## src/rtl/regfile_access_sequencer.sv

```systemverilog
// regfile_access_sequencer
// Shares one single-port register file between write-back (single writes)
// and operand fetch (two-source reads). Writes have priority over reads. A
// read request is turned into two back-to-back reads on the port, and both
// operands are returned together.
//
// Ports:
//   clk, rst                       clock, synchronous active-high reset
//   i_wr_valid/o_wr_ready          write-back request handshake
//   i_wr_addr, i_wr_data           write destination and data
//   i_rd_req_valid/o_rd_req_ready  operand-fetch request handshake
//   i_rs1, i_rs2                   source register indices
//   o_rd_rsp_valid/i_rd_rsp_ready  operand response handshake
//   o_rs1_data, o_rs2_data         operand values (x0 reads as zero)
//   o_rf_we, o_rf_addr, o_rf_wdata register file port controls
//   i_rf_rdata                     register file read data (one cycle after addr)
module regfile_access_sequencer #(
  parameter int unsigned ADDR_WIDTH = 5,
  parameter int unsigned DATA_WIDTH = 32
) (
  input  logic                  clk,
  input  logic                  rst,
  input  logic                  i_wr_valid,
  output logic                  o_wr_ready,
  input  logic [ADDR_WIDTH-1:0] i_wr_addr,
  input  logic [DATA_WIDTH-1:0] i_wr_data,
  input  logic                  i_rd_req_valid,
  output logic                  o_rd_req_ready,
  input  logic [ADDR_WIDTH-1:0] i_rs1,
  input  logic [ADDR_WIDTH-1:0] i_rs2,
  output logic                  o_rd_rsp_valid,
  input  logic                  i_rd_rsp_ready,
  output logic [DATA_WIDTH-1:0] o_rs1_data,
  output logic [DATA_WIDTH-1:0] o_rs2_data,
  output logic                  o_rf_we,
  output logic [ADDR_WIDTH-1:0] o_rf_addr,
  output logic [DATA_WIDTH-1:0] o_rf_wdata,
  input  logic [DATA_WIDTH-1:0] i_rf_rdata
);

  typedef enum logic [2:0] {
    IDLE = 3'd0,
    WR   = 3'd1,
    RS1  = 3'd2,
    RS2  = 3'd3,
    CAP  = 3'd4,
    RESP = 3'd5
  } state_e;

  state_e                state_q,    state_d;
  logic [ADDR_WIDTH-1:0] wr_addr_q,  wr_addr_d;
  logic [DATA_WIDTH-1:0] wr_data_q,  wr_data_d;
  logic [ADDR_WIDTH-1:0] rs1_q,      rs1_d;
  logic [ADDR_WIDTH-1:0] rs2_q,      rs2_d;
  logic [DATA_WIDTH-1:0] rs1_data_q, rs1_data_d;
  logic [DATA_WIDTH-1:0] rs2_data_q, rs2_data_d;

  logic idle;
  logic wr_fire;
  logic rd_fire;

  // Handshake readies: only IDLE accepts, and a pending write blocks the read.
  always_comb begin
    idle           = (state_q == IDLE);
    o_wr_ready     = idle && !rst;
    o_rd_req_ready = idle && !rst && !i_wr_valid;
    wr_fire        = i_wr_valid && o_wr_ready;
    rd_fire        = i_rd_req_valid && o_rd_req_ready;
  end

  // Next-state and capture logic.
  always_comb begin
    state_d    = state_q;
    wr_addr_d  = wr_addr_q;
    wr_data_d  = wr_data_q;
    rs1_d      = rs1_q;
    rs2_d      = rs2_q;
    rs1_data_d = rs1_data_q;
    rs2_data_d = rs2_data_q;

    case (state_q)
      IDLE: begin
        if (wr_fire) begin
          wr_addr_d = i_wr_addr;
          wr_data_d = i_wr_data;
          state_d   = WR;
        end else if (rd_fire) begin
          rs1_d   = i_rs1;
          rs2_d   = i_rs2;
          state_d = RS1;
        end
      end
      WR:  state_d = IDLE;
      RS1: state_d = RS2;
      RS2: begin
        // rdata now reflects the rs1 address presented in RS1.
        rs1_data_d = (rs1_q == '0) ? '0 : i_rf_rdata;
        state_d    = CAP;
      end
      CAP: begin
        rs2_data_d = (rs2_q == '0) ? '0 : i_rf_rdata;
        state_d    = RESP;
      end
      RESP: begin
        if (i_rd_rsp_ready) state_d = IDLE;
      end
      default: state_d = IDLE;
    endcase

    if (rst) begin
      state_d    = IDLE;
      wr_addr_d  = '0;
      wr_data_d  = '0;
      rs1_d      = '0;
      rs2_d      = '0;
      rs1_data_d = '0;
      rs2_data_d = '0;
    end
  end

  // State and data registers.
  always_ff @(posedge clk) begin
    state_q    <= state_d;
    wr_addr_q  <= wr_addr_d;
    wr_data_q  <= wr_data_d;
    rs1_q      <= rs1_d;
    rs2_q      <= rs2_d;
    rs1_data_q <= rs1_data_d;
    rs2_data_q <= rs2_data_d;
  end

  // Port drive decoded from registered state; we is gated by rst so a write
  // caught by reset never reaches the register file.
  always_comb begin
    o_rf_addr  = '0;
    o_rf_wdata = '0;
    o_rf_we    = 1'b0;
    case (state_q)
      WR: begin
        o_rf_addr  = wr_addr_q;
        o_rf_wdata = wr_data_q;
        o_rf_we    = (wr_addr_q != '0) && !rst;
      end
      RS1:     o_rf_addr = rs1_q;
      RS2:     o_rf_addr = rs2_q;
      CAP:     o_rf_addr = rs2_q;
      default: o_rf_addr = '0;
    endcase
    o_rd_rsp_valid = (state_q == RESP);
    o_rs1_data     = rs1_data_q;
    o_rs2_data     = rs2_data_q;
  end

endmodule

```

## config.mk

```make
export PLATFORM = sky130hd
export DESIGN_NAME = regfile_access_sequencer
export DESIGN_NICKNAME = d
export VERILOG_FILES = /design/src/rtl/regfile_access_sequencer.sv
export SDC_FILE = /design/constraint.sdc
export NUM_CORES = 1
export LEC_CHECK = 0
export CAP_MARGIN = 20
export CORE_ASPECT_RATIO = 1.2
export CORE_MARGIN = 2
export CORE_UTILIZATION = 48
export DETAILED_ROUTE_END_ITERATION = 16
export PLACE_DENSITY = 0.89
export SLEW_MARGIN = 20
export SYNTH_ARGS = -nofsm -noshare
export SYNTH_HDL_FRONTEND = slang
export SYNTH_SLANG_ARGS = --single-unit
```

## constraint.sdc

```tcl
create_clock -name clk -period 2.45 [get_ports clk]
set_input_delay 0.49 -clock clk [delete_from_list [all_inputs] [get_ports clk]]
set_output_delay 0.49 -clock clk [all_outputs]
set_load 0.05 [all_outputs]
```

-- Yosys cells after proc, flatten, opt, wreduce, memory -nomap -nowiden
Cells that the tools add are included.
- logic and storage cells: 39
- flip-flop bits (word level): 114
- bits of input ports: 84
- multiplexer cells: 9
- bitwise logic cells: 1
- reduce and logical (&&, ||, !) cells: 15
- equality and inequality tests: 7
- operator list (cell ; count):
    two-way mux 32 bit ; 3
    one-hot mux 3 bit (5 select lines) ; 1
    one-hot mux 5 bit (3 select lines) ; 1
    zero test 5 bit ; 2
    two-way mux 3 bit ; 3
    equality test 3 x 2 -> 1 bit, second input constant ; 2
    equality test 3 bit, second input constant ; 2
    logical AND 1 bit ; 5
    nonzero test 5 bit ; 1
    AND reduction 2 bit ; 2
    equality test 3 x 1 -> 1 bit, second input constant ; 1
    zero test 3 bit ; 1
    != test 3 x 1 -> 1 bit, second input constant ; 1
    AND reduction 3 bit ; 1
    zero test 1 bit ; 2
    != test 2 x 1 -> 1 bit, second input constant ; 1
    OR reduction 2 bit ; 1
    two-way mux 1 bit ; 1
    inverter 1 bit ; 1

-- Logic depth before layout (Yosys ltp)
Gate-level depths: netlist of run 1.
- depth in word-level cells: 7
- gate-level depth with buffers: 7
- gate-level depth less buffers: 4

-- Least setup slack after synthesis of run 1
No wires, ideal clock.
- path kind: register -> output
- from: register state_q[0]
- to: output o_rf_we
- cell stages (with the launch flop): 6
- arrival time: 2410 ps
- path slack: -450 ps
- required time: 1960 ps
- cell sequence: dfxtp_1 buf_2 nand2b_1 clkbuf_1 clkbuf_1 nor4_1
- longest elaborated chain between the ends: 2
- ends and longest elaborated chain (what ; line ; RTL):
    start: declaration ; 50 ; state_e state_q, state_d;
    start signal: assignment ; 123 ; state_q <= state_d;
    equality test 3 x 1 -> 1 bit ; 138 ; case (state_q)
    two-way mux 1 bit ; 138 ;
    end: declaration ; 35 ; output logic o_rf_we,
Every way passes these cells.

-- Worst setup path in the final report of run 1
- from: register state_q[2]
- to: output o_rd_req_ready
- longest elaborated chain between the ends: 3
- ends and longest elaborated chain (what ; line ; RTL):
    zero test 3 bit ; 64 ; idle = (state_q == IDLE);
    logical AND 1 bit (2 in a row) ; 66 ; o_rd_req_ready = idle && !rst && !i_wr_valid;
    end: declaration ; 28 ; output logic o_rd_req_ready,
Every way passes these cells.

==> results of run 1 <==
==> path summary, 6_finish.rpt <==
path / slack, ns / endpoint
worst max-delay path: 0.09 / o_rd_req_ready
worst min-delay path: 0.46 / o_rs2_data[2]$_SDFFE_PP0N_
worst max register to register: 0.50 / wr_data_q[9]$_SDFFE_PP0P_
worst min register to register: 0.46 / o_rs2_data[2]$_SDFFE_PP0N_
==> cell type report <==
type / count / area share (%)
Sequential cell: 114 / 28.54
Multi-Input combinational cell: 412 / 30.82
Timing Repair Buffer: 207 / 30.48
Clock inverter: 10 / 2.251
Tap cell: 129 / 2.016
Inverter: 2 / 0.09378
Clock buffer: 22 / 5.799
==> worst reg2reg max path: stages (launching register included) <==
cell and delay [ns]:
dfxtp_1 0.39, or4_4 0.66, inv_2 0.14, and2_4 0.29
buf_4 0.23, o21ai_0 0.12
==> synthesized netlist by cell type <==
cell type	instances	share of area [%]
dfxtp_1	114	45
a21oi_1	76	7.5
o211ai_1	64	9.4
clkbuf_1	54	4.0
o21ai_0	51	5.0
nand3_1	47	4.6
nand2_1	42	3.1
nand2b_1	40	4.9
and2_1	32	3.9
o21ai_2	30	5.2
buf_2	9	0.88
mux2i_1	4	0.79
nor2_1	4	0.29
o221ai_1	4	0.69
buf_12	3	1.2
buf_4	3	0.44
or4_1	3	0.44
a31oi_1	2	0.25
and3b_1	2	0.34
buf_1	2	0.15
a211oi_1	1	0.15
a21o_1	1	0.15
and2_4	1	0.17
and3_1	1	0.12
buf_6	1	0.22
inv_1	1	0.074
inv_2	1	0.074
nor2b_1	1	0.12
nor3b_2	1	0.25
nor4_1	1	0.12
o41ai_1	1	0.17
or2_2	1	0.12
or3b_2	1	0.17
or4_4	1	0.22
==> through the flow <==
| step | std cells | utilization (%) |
|---|---|---|
| finish | 896 | 76.87 |
| global route | 896 | 76.87 |
| CTS | 896 | 76.79 |
| detailed placement | 864 | 70.59 |
| global placement | 864 | 70.59 |
| floorplan | 600 | - |
==> layer usage <==
layer,vias to the layer above,wire length (µm),share of wire [%]
met5,-,0,0
met4,0,541,3.3
met3,59,1786,11
met2,340,8197,50
met1,2490,5844,36
li1,2441,-,-
==> flip-flops by register name, indices dropped and copies added, names as in the netlist <==
signal	cells
o_rs1_data	32
o_rs2_data	32
rs1_q	5
rs2_q	5
state_q	3
wr_addr_q	5
wr_data_q	32
==> power groups by stage <==
stage	clock [µW]	combinational, µW	sequential, µW
6_report	2680	698	1970
5_1_grt	2780	739	1980
4_1_cts	2700	690	1970
3_5_place_dp	0	683	2010
3_3_place_gp	0	665	2000
2_1_floorplan	0	382	2000
==> repair_timing <==
action,4_1_cts,5_1_grt
endpoints found under the setup margin,22,2
gates resized for setup,1,3
buffers inserted,0,0
==> cells by family after synthesis <==
group,share of synthesized area [%]
and+or+nand+nor,18.94
buffers and inverters,7.001
DFF,44.80
AOI/OAI and AO/OA,28.47
muxes,0.7861
==> results.cfg, run 1 <==
[grt]
grt_use_total_pct = 27.75
grt_max_degree = 66
grt_first_pass_wirelength_um = 25470
busiest_layer = met2
grt_pass1_vias = 5273
grt_overflow = 0
use_met1_pct = 30.09
antenna_found_initial = 0
met2_usage_pct = 49.50
use_met3_pct = 8.195

[floorplan]
die_h_um = 116.8
io_pins = 189
fp-row-count = 41
start_util_pct = 48.91
core_um2 = 10410
die_w_um = 98.04
fp.dieArea_um2 = 11450

[critical_path]
cp.arrival_ns = 1.87
cp.depth = 3
r2r-start = state_q[2]$_SDFFE_PP0P_
crit_path_start = state_q[2]$_SDFFE_PP0P_
cp_top_family = simple AND/OR/NAND/NOR gates
cp_cell_sequence = or4_4 -> nor2_1 -> buf_12
path_buf_inv = 1
slowest_delay_ns = 0.66
reg2regPathDepth = 5
crit_type = register to primary output
critical_path.startpoint_type = register
cp_max_fo = 12
required_ns = 1.96
end_kind = primary output
slowest_stage = or4_4

[clock_network]
clk_pin_slew_ns = 0.05
cts_buffers = 17
cts.sinks = 114
cts-root-buf = clkbuf_16
htree_levels = 4
ctsHoldBuffers = 0
clockBufferDepth = 2
cts_tree = built
clk_latency_ns = 0.41

[finish]
final_common_cell = clkdlybuf4s50_1
antenna_cells = 0
final_cell_mix = clkdlybuf4s50_1 (146), dfxtp_1 (112), a21oi_1 (76), o211ai_1 (64), o21ai_0 (51)
nNetsFinal = 838
fill_cells = 674
fin_area_um2 = 8005
area_delta_synth_final_pct = 57.16
area.sequential_um2 = 2285
final_layout_size_suffix_gt1_share_pct = 16.82
multi_input_area_um2 = 2467

[pwr]
p_int_uw = 4077
leakage_uw = 0.002774
ir_drop_v = 0.0004429
clkPwrFrac_pct = 50.1
fin_total_pwr_uw = 5349
switching_share_pct = 23.78
comb_power_share_pct = 13.0
seqPwrFrac_pct = 36.9
power_switching_uw = 1272
powerDensity_nw_per_um2 = 668.2

[sta]
rsz0062_at_grt = no
setup_tns_ns = 0
whs_ns = 0.4569
fin_skew_ns = 0.006734
fin_crit_ns = 2.356
max_freq_ghz = 0.4244
layout_setup_ws_ns = 0.09351
hold_viol = 0
final_max_slew_viol_count = 0
tightest_slew_ns = 0.7741
slew_headroom_pct = 48.28
finalCritPeriodShare_pct = 96.18
setup_viol_count_final = 0

[synthesis]
yosysWarnings = 0
synth_fp_nets = 684
syn_inst = 600
netlist-cell-type-count = 34
post_synth.cell_area_avg_um2 = 8.489
synth_seq_cells = 114
synth-seq-area-share_pct = 44.80
syn_area_um2 = 5094

[place]
dp_hpwl_um = 10890
dpl_cell_area_um2 = 7351
post-place-ws_ns = 0.4012
globalplace.congestion = 0.8828
io_buffers = 188

[run]
cap_violations = 0

[detailed_routing]
drc_errors = 0
dr.first_iter.drc_count = 376
wl_per_cell_um = 18.27
drt.antenna.violating_nets = 0
drt_pass1_iterations = 5
wl_um = 16370
drt-vias-per-instance = 5.949
num_vias = 5330

[worst_hold_path]
hold_depth = 2
hold_path.class = register to register
worstHoldStart = o_rs2_data[2]$_SDFFE_PP0N_

[status]
status = completed
Note: power is estimated with default switching activity, not from simulation.
==> run 2: changes to the inputs <==
MAX_ROUTING_LAYER = met4   (was unset)
==> run 2 against run 1 <==
Clock-buffer cell count is the same. Highest routed layer unchanged. Critical endpoint is now o_rf_addr[1]. Die area stayed put. Via count fell by 0.24%. Register-to-register slack hardly changed. Cell area unchanged. Largest cell class unchanged. Utilization stayed put. Cell count unchanged. Clock power is essentially flat. Critical path type unchanged. Sequential cell count is the same. Critical path depth grew 1. Sequential power is essentially flat. Sequential share of layout area is the same. Largest power group unchanged.
==> results.cfg, run 2 (synthesis gave the netlist of run 1 again) <==
[status]
status = completed

[sta]
tightest_slew_ns = 0.7579
setup_viol_count_final = 0
slew_headroom_pct = 49.37
whs_ns = 0.4571
finalCritPeriodShare_pct = 95.80
hold_viol = 0
layout_setup_ws_ns = 0.1030
setup_tns_ns = 0
rsz0062_at_grt = no
max_freq_ghz = 0.4261
fin_crit_ns = 2.347
final_max_slew_viol_count = 0
fin_skew_ns = 0.01071

[floorplan]
fp-row-count = 41
die_h_um = 116.8
start_util_pct = 48.91
die_w_um = 98.04
core_um2 = 10410
io_pins = 189
fp.dieArea_um2 = 11450

[clock_network]
cts-root-buf = clkbuf_16
cts_tree = built
cts_resized = 1
htree_levels = 4
clk_pin_slew_ns = 0.05
cts.sinks = 114
clockBufferDepth = 2
postCtsSetupBuffers = 0
clk_latency_ns = 0.41
ctsHoldBuffers = 0
cts_buffers = 17

[finish]
antenna_cells = 0
area_delta_synth_final_pct = 57.16
nNetsFinal = 838
final_cell_mix = clkdlybuf4s50_1 (146), dfxtp_1 (112), a21oi_1 (76), o211ai_1 (64), o21ai_0 (51)
fin_util_pct = 76.87
final_layout_size_suffix_gt1_share_pct = 16.82
final_common_cell = clkdlybuf4s50_1

[place]
globalplace.congestion = 0.8975
post-place-ws_ns = 0.4012
dp_hpwl_um = 10890
io_buffers = 188

[critical_path]
end_kind = primary output
crit_type = register to primary output
critical_path.startpoint_type = register
cp_max_fo = 20
cp.arrival_ns = 1.86
required_ns = 1.96

[grt]
antenna_found_initial = 0
grt_use_total_pct = 28.56
grt_first_pass_wirelength_um = 25390
grt_max_degree = 66
grt_pass1_vias = 5274
grt_overflow = 0

[detailed_routing]
drt-vias-per-instance = 5.934
wl_per_cell_um = 18.31
num_vias = 5317
drc_errors = 0
wl_um = 16410
drt.antenna.violating_nets = 0
dr.first_iter.drc_count = 418
drt_pass1_iterations = 5

[worst_hold_path]
hold_path.class = register to register

[pwr]
powerDensity_nw_per_um2 = 668.6
leakage_uw = 0.002774
ir_drop_v = 0.0004426

[run]
cap_violations = 0
==> run 2: cell counts in the layout (fill, tap and decap cells not counted) <==
Identical to the previous run, type by type.
==> run 2: path summary, 6_finish.rpt <==
path,startpoint,end,slack (ns),cells after the start
worst max register to register,state_q[2]$_SDFFE_PP0P_,wr_data_q[10]$_SDFFE_PP0P_,0.50,5
worst min-delay path,o_rs2_data[2]$_SDFFE_PP0N_,o_rs2_data[2]$_SDFFE_PP0N_,0.46,2
worst min register to register,o_rs2_data[2]$_SDFFE_PP0N_,o_rs2_data[2]$_SDFFE_PP0N_,0.46,2
worst max-delay path,state_q[2]$_SDFFE_PP0P_,o_rf_addr[1],0.10,4
==> run 2: metal layers <==
metal | routed length [µm] | GRT usage [%] | vias to the layer above
met1 | 6035 | 30.72 | 2480
met3 | 1629 | 6.770 | 51
met2 | 8254 | 49.41 | 341
li1 | - | - | 2445
met5 | 0 | - | -
met4 | 486 | 14.91 | 0
==> run 2: metrics by stage <==
stage | instances | area (µm²) | power [µW]
floorplan | 600 | 5100 | 2380
global placement | 864 | 7351 | 2669
detailed placement | 864 | 7351 | 2690
CTS | 896 | 7996 | 5356
global route | 896 | 8005 | 5488
finish | 896 | 8005 | 5352
==> run 2: worst max-delay path: stages, from the launching register on <==
cell and delay [ns]:
dfxtp_1 0.48, nand2b_1 0.27, buf_6 0.22, o221ai_1 0.25
buf_12 0.22
==> run 2: where the power goes <==
part           leakage [µW]  internal [µW]  total, µW  switching (µW)
combinational       0.00154            302        697             395
clock              0.000310           1850       2680             832
sequential         0.000926           1920       1970            48.3
==> run 2: layout make-up <==
class	instances	area, µm²
Tap cell	129	161.4
Sequential cell	114	2285
Clock inverter	10	180.2
Fill cell	674	2409
Clock buffer	22	464.2
Multi-Input combinational cell	412	2467
Timing Repair Buffer	207	2440
Inverter	2	7.507
==> run 3: changes to the inputs <==
CORE_UTILIZATION = 45   (was 48)
PLACE_DENSITY = 0.84   (was 0.89)
clock period = 2.21 ns   (was 2.45 ns; I/O delays follow)
==> run 3 against run 2 <==
Worst setup slack got worse by 0.023 ns. Highest routed layer unchanged. Sequential share of layout area is essentially flat. Clock skew fell by 0.0013 ns. Critical path depth is the same. First-iteration DRC count grew 11%. Largest power group unchanged. Clock power barely moved.
==> results.cfg, run 3 (synthesis gave the netlist of run 1 again) <==
[status]
status = completed

[floorplan]
core_um2 = 11040
die_w_um = 101.1
fp-row-count = 42
die_h_um = 120.5
fp.dieArea_um2 = 12190
start_util_pct = 46.16
io_pins = 189

[finish]
multi_input_area_um2 = 2487
final_cell_mix = clkdlybuf4s50_1 (146), dfxtp_1 (112), a21oi_1 (76), o211ai_1 (64), o21ai_0 (50)
fin_util_pct = 72.73
fill_cells = 750
antenna_cells = 0
nNetsFinal = 842
area.sequential_um2 = 2287
area_delta_synth_final_pct = 57.58
final_layout_size_suffix_gt1_share_pct = 17.90
final_cell_count_no_fill = 903
final_common_cell = clkdlybuf4s50_1

[critical_path]
slowest_delay_ns = 0.55
cp_max_fo = 3
slowest_stage = or4_1
crit_type = register to primary output
cp.arrival_ns = 1.69
r2r-start = state_q[0]$_SDFFE_PP0P_
cp_top_family = simple AND/OR/NAND/NOR gates
critical_path.startpoint_type = register
ff2ff_setup_slack_ns = 0.43
reg2reg_to = wr_data_q[6]$_SDFFE_PP0P_
path_buf_inv = 1
required_ns = 1.77
cp_cell_sequence = or4_1 -> nor2_1 -> nor4_4 -> buf_12
end_kind = primary output
reg2regPathDepth = 5

[clock_network]
clk_pin_slew_ns = 0.05
ctsHoldBuffers = 0
cts_tree = built
clk_latency_ns = 0.41
htree_levels = 4
clockBufferDepth = 2
cts.sinks = 114
cts_buffers = 17
cts-root-buf = clkbuf_16

[sta]
setup_tns_ns = 0
slew_headroom_pct = 29.81
max_freq_ghz = 0.4695
fin_crit_ns = 2.130
tightest_slew_ns = 1.053
rsz0062_at_grt = yes
hold_viol = 0
fin_skew_ns = 0.009428
setup_viol_count_final = 0
final_max_slew_viol_count = 0
finalCritPeriodShare_pct = 96.38

[grt]
grt_first_pass_wirelength_um = 25760
grt_max_degree = 116
grt_pass1_vias = 5149
antenna_found_initial = 0
grt_use_total_pct = 27.42
grt_overflow = 0

[place]
io_buffers = 188
place_inst = 869
dp_hpwl_um = 10960
globalplace.congestion = 0.8925

[detailed_routing]
num_vias = 5272
wl_per_cell_um = 18.09
dr.first_iter.drc_count = 465
drt.antenna.violating_nets = 0
drc_errors = 0
drt_pass1_iterations = 5
drt-vias-per-instance = 5.838
wl_um = 16340

[worst_hold_path]
worstHoldStart = o_rs2_data[8]$_SDFFE_PP0N_
hold_end = o_rs2_data[8]$_SDFFE_PP0N_
hold_depth = 2
hold_path.class = register to register

[pwr]
leakage_uw = 0.002780
ir_drop_v = 0.0005187
fin_total_pwr_uw = 5685
powerDensity_nw_per_um2 = 708.3

[run]
cap_violations = 0
run 3: changes by cell type in the layout (fill, tap and decap cells not counted), sizes merged:
cell	change
bufinv	-3
buf	+4
clkbuf	+1
clkinvlp	+1
clkinv	+1
run 3: final cells by class:
type,instances,share of cell area [%]
timing repair buffer,211,30.88
sequential,114,28.50
inverter,2,0.09353
tap,132,2.058
multi-input combinational,412,30.99
clock buffer,23,6.204
clock inverter,9,1.278
run 3: power breakdown:
part	total [µW]	leakage (µW)	internal, µW	switching (µW)
registers	2180	0.000927	2130	50.6
clock network	2710	0.000291	1800	913
logic	790	0.00156	345	445
run 3: how the worst max path moves through the flow:
stage | end | cells past startpoint | from
3_3_place_gp | wr_data_q[10]$_SDFFE_PP0P_ | 6 | rst
6_report | o_rf_we | 4 | wr_addr_q[0]$_SDFFE_PP0P_
4_1_cts | o_rd_req_ready | 3 | state_q[2]$_SDFFE_PP0P_
3_5_place_dp | wr_data_q[6]$_SDFFE_PP0P_ | 6 | rst
5_1_grt | o_rf_wdata[22] | 5 | state_q[2]$_SDFFE_PP0P_
2_1_floorplan | o_rf_we | 5 | state_q[0]$_SDFFE_PP0P_
run 3: metal layers:
| metal | global-route usage [%] | routed length (µm) | share of wire [%] | vias to the layer above |
|---|---|---|---|---|
| met5 | - | 0 | 0 | - |
| li1 | - | - | - | 2451 |
| met1 | 30.58 | 6141 | 38 | 2501 |
| met2 | 47.02 | 8558 | 52 | 288 |
| met4 | 9.122 | 302 | 1.8 | 0 |
| met3 | 7.572 | 1337 | 8.2 | 32 |
run 3: stage by stage:
| stage | area, µm² | hold WS (ns) | setup WS (ns) |
|---|---|---|---|
| global placement | 7385 | 0.4415 | 0.3014 |
| finish | 8026 | 0.4516 | 0.08007 |
| floorplan | 5102 | 0.4446 | -0.07129 |
| detailed placement | 7385 | 0.4465 | 0.2373 |
| CTS | 7996 | 0.4534 | 0.001855 |
| global route | 8026 | 0.4672 | -0.001937 |
run 3: tightest hold or removal path: cells and delay by family, from the launching register on:
kind / cells / cell delay (ns)
AND/OR/NAND/NOR: 1 / 0.05
flip-flops: 1 / 0.30
AO/OA/AOI/OAI: 1 / 0.05
run 3: timing repair:
item,in CTS,in global routing
gates resized for setup,3,4
hold endpoints to repair,0,0
pin swaps,0,1
setup buffers,0,2
setup endpoints to repair,38,40
